$ cat src/rtl/alu_op_sequencer.sv
// Purpose: steps an ALU through 4 ops x 2 display modes (octal/Gray), holding each step DWELL_CYCLES cycles.
// Latency: SHOW starts on the edge that accepts Start_in, lasts 8*DWELL_CYCLES cycles, then a 1-cycle DONE.
// Backpressure: none; Start_in ignored while busy, Abort_in cancels. `SEQ_PAUSE_EN adds Pause_in to freeze SHOW.
module alu_op_sequencer #(
  parameter int DWELL_CYCLES = 8
) (
  input  logic       CLK_in,
  input  logic       RSTn_in,
  input  logic       Start_in,
  input  logic       Abort_in,
`ifdef SEQ_PAUSE_EN
  input  logic       Pause_in,
`endif
  input  logic [2:0] Num_A_in,
  input  logic [2:0] Num_B_in,
  output logic [2:0] Num_A_out,
  output logic [2:0] Num_B_out,
  output logic [1:0] Sel_A_out,
  output logic       Sel_M_out,
  output logic       Disp_on_out,
  output logic       Busy_out,
  output logic       Done_out
);

  typedef enum logic [1:0] {IDLE, SHOW, DONE} state_t;

  // Terminal value of the dwell counter; 8 bits covers the full 1..255 range.
  localparam logic [7:0] LAST_CNT = 8'(DWELL_CYCLES - 1);

  state_t     state;
  state_t     state_nxt;
  logic [7:0] cnt;
  logic       hold;
  logic       step_end;
  logic       last_step;
  logic       accept;

`ifdef SEQ_PAUSE_EN
  assign hold = Pause_in;
`else
  assign hold = 1'b0;
`endif

  assign step_end  = (cnt == LAST_CNT);
  assign last_step = (Sel_A_out == 2'd3) && Sel_M_out;
  // Abort beats start when both arrive together in IDLE.
  assign accept    = (state == IDLE) && Start_in && !Abort_in;

  // Next-state decode; abort leaves SHOW even while paused, DONE always returns to IDLE.
  always_comb begin
    state_nxt = state;
    case (state)
      IDLE: if (accept) state_nxt = SHOW;
      SHOW: begin
        if (Abort_in) begin
          state_nxt = IDLE;
        end else if (!hold && step_end && last_step) begin
          state_nxt = DONE;
        end
      end
      DONE:    state_nxt = IDLE;
      default: state_nxt = IDLE;
    endcase
  end

  // State register with synchronous reset.
  always_ff @(posedge CLK_in) begin
    if (!RSTn_in) begin
      state <= IDLE;
    end else begin
      state <= state_nxt;
    end
  end

  // Operand capture, dwell counter and step advance; sel/operands hold outside SHOW.
  always_ff @(posedge CLK_in) begin
    if (!RSTn_in) begin
      cnt       <= 8'd0;
      Sel_A_out <= 2'd0;
      Sel_M_out <= 1'b0;
      Num_A_out <= 3'd0;
      Num_B_out <= 3'd0;
    end else if (accept) begin
      cnt       <= 8'd0;
      Sel_A_out <= 2'd0;
      Sel_M_out <= 1'b0;
      Num_A_out <= Num_A_in;
      Num_B_out <= Num_B_in;
    end else if (state == SHOW && !Abort_in && !hold) begin
      if (step_end) begin
        cnt <= 8'd0;
        // {sel_a, sel_m} as one 3-bit count gives M toggling with A stepping on the 1->0 wrap.
        if (!last_step) begin
          {Sel_A_out, Sel_M_out} <= {Sel_A_out, Sel_M_out} + 3'd1;
        end
      end else begin
        cnt <= cnt + 8'd1;
      end
    end
  end

  // Status outputs decoded straight from the state.
  always_comb begin
    Busy_out    = (state != IDLE);
    Disp_on_out = (state == SHOW);
    Done_out    = (state == DONE);
  end

endmodule

$ cat config.mk
export PLATFORM = sky130hd
export DESIGN_NAME = alu_op_sequencer
export DESIGN_NICKNAME = d
export VERILOG_FILES = /design/src/rtl/alu_op_sequencer.sv
export SDC_FILE = /design/constraint.sdc
export NUM_CORES = 1
export LEC_CHECK = 0
export CAP_MARGIN = 25
export CORE_MARGIN = 4
export CORE_UTILIZATION = 45
export CTS_CLUSTER_DIAMETER = 50
export DETAILED_ROUTE_END_ITERATION = 8
export GPL_TIMING_DRIVEN = 0
export PLACE_DENSITY = 0.74
export REMOVE_ABC_BUFFERS = 1
export SYNTH_ARGS = -nofsm -noshare
export SYNTH_HDL_FRONTEND = slang
export SYNTH_SLANG_ARGS = --single-unit
$ cat constraint.sdc
create_clock -name CLK_in -period 1.7 [get_ports CLK_in]
set_input_delay 0.17 -clock CLK_in [delete_from_list [all_inputs] [get_ports CLK_in]]
set_output_delay 0.17 -clock CLK_in [all_outputs]
set_load 0.05 [all_outputs]
# After elaboration in Yosys (flattened, before gate mapping)

Cells that the tools add are included.

Latch bits: 0
Flip-flop bits (word level): 19
ROM bits: 0
Word-level logic and storage cells: 32
Output and inout bits: 12
RAM bits: 0
Memories: 0
Input port bits: 10

Magnitude comparators: 0
Add/subtract/negate cells: 2
Div/mod/pow operators: 0
Shift operators: 0
Reduce and logical (&&, ||, !) cells: 11
Equality and inequality tests: 6
$mul: 0
Bitwise gates (word level): 2
Mux-type cells: 5

Operators with widths:

| cell                                                                   | number |
|---|---|
| 8-bit by 1-bit adder with 8-bit output (second input constant)         | 1 |
| 8-bit by 3-bit equality test with 1-bit output (second input constant) | 1 |
| 8-bit two-way mux                                                      | 1 |
| 2-bit two-way mux                                                      | 3 |
| 1-bit logical AND                                                      | 5 |
| 2-bit equality test (second input constant)                            | 2 |
| 2-bit one-hot mux with 2 select lines                                  | 1 |
| 3-bit by 1-bit adder with 3-bit output (second input constant)         | 1 |
| 3-bit by 2-bit != test with 1-bit output (second input constant)       | 1 |
| 3-bit AND reduction                                                    | 1 |
| 2-bit by 1-bit equality test with 1-bit output (second input constant) | 1 |
| 2-bit zero test                                                        | 1 |
| 2-bit != test (second input constant)                                  | 1 |
| 1-bit NOT                                                              | 2 |
| 2-bit AND reduction                                                    | 1 |
| 2-bit nonzero test                                                     | 1 |
| 2-bit OR reduction                                                     | 1 |
| 1-bit zero test                                                        | 1 |

# Logic depth before layout (Yosys ltp)

Word-level depth: 6
Mapped depth: 5
Depth with buffers taken out: 5

# Least setup slack after synthesis

No wires, ideal clock.

Path kind: register to register
Start point: register cnt[0]
End point: register Sel_A_out[1]
Library setup time: 0.066 ns
Stages on the path, launching flop included: 6
Buffers on the path: 0
Clock period less this slack: 1.470 ns
Slack: 0.230 ns
Data arrival time: 1.404 ns
Data required time: 1.634 ns
Path through: dfxtp_1 > ha_1 > and4bb_4 > nand3_4 > or3b_1 > a21oi_2

Cells in the longest elaborated chain, start to end: 2

RTL lines:

| element                                        | line | source |
|---|---|---|
| start: declaration                             | 32   | `logic [7:0] cnt;` |
| start signal: assignment                       | 97   | `cnt <= cnt + 8'd1;` |
| 8-bit by 3-bit equality test with 1-bit output | 44   | `assign step_end = (cnt == LAST_CNT);` |
| 3-bit AND reduction (no source line)           | -    |  |
| end signal: assignment                         | 94   | `{Sel_A_out, Sel_M_out} <= {Sel_A_out, Sel_M_out} + 3'd1;` |
| end: declaration                               | 18   | `output logic [1:0] Sel_A_out,` |

No other way between the ends.
A chain may end at the register's enable or synchronous reset.

# Worst setup path after layout

Start point: register Num_A_out[1]
End point: output Num_A_out[1]

RTL lines:

| element                  | line | source |
|---|---|---|
| start: declaration       | 16   | `output logic [2:0] Num_A_out,` |
| start signal: assignment | 87   | `Num_A_out <= Num_A_in;` |

No word-level cell between the ends.

==> flow_summary.toml <==
[synth]
ys_dominant_reg_cell = "dfxtp_1"
yosysMostFrequentCell = "dfxtp_1"
synth_top_area_share_pct = 43.37
syn-instance-count = 87
yosysWarningCount = 0
synth_area_leaders = "dfxtp_1, mux2i_1, nor2b_1"
yosysSeqAreaShare_pct = 43.37
synthArstFlopShare_pct = 0
ys_top_cells_by_count = "dfxtp_1, nor2_1, nor2b_1"
syn_area_um2 = 877.1
synth_largest_area_cell = "dfxtp_1"
synth-edff-count = 0
ys_types = 28
syn_avg_cell_area_um2 = 10.08
synth_seq_cells = 19

[global_route]
grt_pass1_vias = 656
antenna_found_initial = 0
grt_usage_pct = 14.48
grt_overflow = 0
grt_pass1_wl_mm = 2.932
grt_max_degree = 11

[routing]
ant_nets = 0
avgRoutedWirePerCell_um = 11.99
drt-total-wl_mm = 1.643
vias = 691
firstDrtPassIters = 4
first_iter_violations = 9
viasPerCell = 5.044
drc = 0

[cells_and_area]
syn_to_final_growth_pct = 31.38
utilization_pct = 64.63
diodes = 0
drive_above_1_share_pct = 12.50
postLayoutCellArea_um2 = 1152
nets = 125

[place]
dp_hpwl_mm = 1.256
postPlaceCellArea_um2 = 1122
gp_congestion = 0.7846
io_buffers = 21

[critical_path]
cp.depth = 1
path_delay_family = "buffers and inverters"
cp.buffers_inverters = 1
end_kind = "output port"
critPathLaunch = "Num_A_out[1]"
arrival_ns = 1.46
critPathKind = "reg -> out"
worstRegToRegCells = 5
critPathSlowestCell = "clkdlybuf4s50_1"
crit_end = "Num_A_out[1]"
reg2reg_slack_ns = 0.10
cp_max_fo = 2
start_kind = "flip-flop"
reg2reg_from = "cnt[0]"
r2r-end = "Sel_A_out[1]"
crit_path_max_incr_delay_ns = 0.82
path_cells = "clkdlybuf4s50_1"
crit_required_ns = 1.53

[clocking]
clk_latency_ns = 0.29
cts_max_level = 1
cts.sinks = 19
cts_tree = "built"
cts_hold_repair.buffers = 0
cts_buffers = 3
clk_path_buf_depth = 2
clk_pin_slew_ns = 0.10
clockRootBuffer = "clkbuf_4"

[job]
maxCapViolations = 0

[power_and_ir_drop]
peakVddDrop_mv = 0.4473
leakage_nw = 0.4607
p_per_area_nw_per_um2 = 696.3

[timing]
max_slew_margin_pct = 66.05
fin_skew_ns = 0.004026
slew_viol_final = 0
finalSetupViolCount = 0
final-hold-violation-count = 0
min_period_ns = 1.628
worst_slew_pin_slew_ns = 0.5077
fin_crit_sh_pct = 95.77
max_freq_mhz = 614.2
rsz0062_at_grt = "no"

[run_status]
run_status = "finished, final reports clean"

[floorplan]
fp.dieArea_um2 = 2720
initial_core_util_pct = 49.19
coreArea_um2 = 1783
die_height_um = 52.15
row_count = 15
fp.dieW_um = 52.15
boundaryPins = 22

[min_path]
hold_class = "in -> reg"
==> state kept, by name, indices dropped and copies added (netlist names) <==
| register | count |
|---|---|
| cnt | 8 |
| Sel_A_out | 2 |
| Sel_M_out | 1 |
| Num_B_out | 3 |
| state | 2 |
| Num_A_out | 3 |
==> timing repair <==
item	4_1_cts	5_1_grt
buffers inserted	1	0
gates resized for setup	5	1
setup endpoints to repair	6	1
==> where the power goes <==
part | switching [W] | internal [W] | total [W]
logic | 0.0000651 | 0.0000564 | 0.000122
clock network | 0.000130 | 0.0000912 | 0.000221
registers | 0.00000564 | 0.000454 | 0.000460
total | 0.000201 | 0.000602 | 0.000802
==> worst min-delay path by stage <==
stage / from / end / cells past startpoint
floorplan: RSTn_in / state[1] / 2
global placement: cnt[7] / cnt[7] / 2
detailed placement: cnt[7] / cnt[7] / 2
CTS: Num_A_in[2] / Num_A_out[2] / 3
global route: Num_A_in[1] / Num_A_out[1] / 3
finish: Num_B_in[2] / Num_B_out[2] / 3
==> stage by stage <==
stage / std cells / hold WS, ns / power (W) / setup WS, ns / setup TNS (ns)
2_1_floorplan: 85 / 0.2838 / 0.0005408 / -0.5123 / -6.934
3_3_place_gp: 131 / 0.4886 / 0.0005890 / -1.259 / -19.75
3_5_place_dp: 132 / 0.4975 / 0.0005931 / -0.2595 / -0.9375
4_1_cts: 137 / 0.4881 / 0.0008192 / 0.002775 / 0
5_1_grt: 137 / 0.5083 / 0.0008426 / 0.005737 / 0
6_report: 137 / 0.4971 / 0.0008023 / 0.07185 / 0
==> cells in the final DEF (no fill, tap or decap), types with 2 or more instances in the layout <==
cell type / count
and3_1: 2
buf_4: 2
clkbuf_4: 3
clkdlybuf4s50_1: 15
dfxtp_1: 19
dlygate4sd2_1: 5
ha_1: 2
mux2i_1: 8
nand2_1: 4
nand3_1: 5
nand4_1: 2
nor2_1: 10
nor2b_1: 9
nor3_1: 2
xor2_1: 6
==> final cells by class <==
type	instances	area, um^2
clock buffer	4	26.28
fill	164	630.6
multi-input combinational	66	493.0
sequential	19	380.4
tap	25	31.28
timing repair buffer	23	221.5
==> metal layers <==
layer	part of all wire (%)	wire length [um]	track usage, %
met2	47	767	23.22
met1	47	766	18.34
met4	2.0	33	6.383
met5	0	0	0
met3	4.6	75	3.438
==> kinds of logic (layout without fill, tap and decap cells) <==
group	count (synthesis)	count (layout)	share of synthesized area (%)
compound gates	4	4	2.853
xor+xnor	7	7	6.990
fa+ha+maj	2	2	2.853
buf+inv	2	27	1.141
flops	19	19	43.37
mux	8	8	9.130
simple gates	45	45	33.67
(Power assumes the default switching activity.)
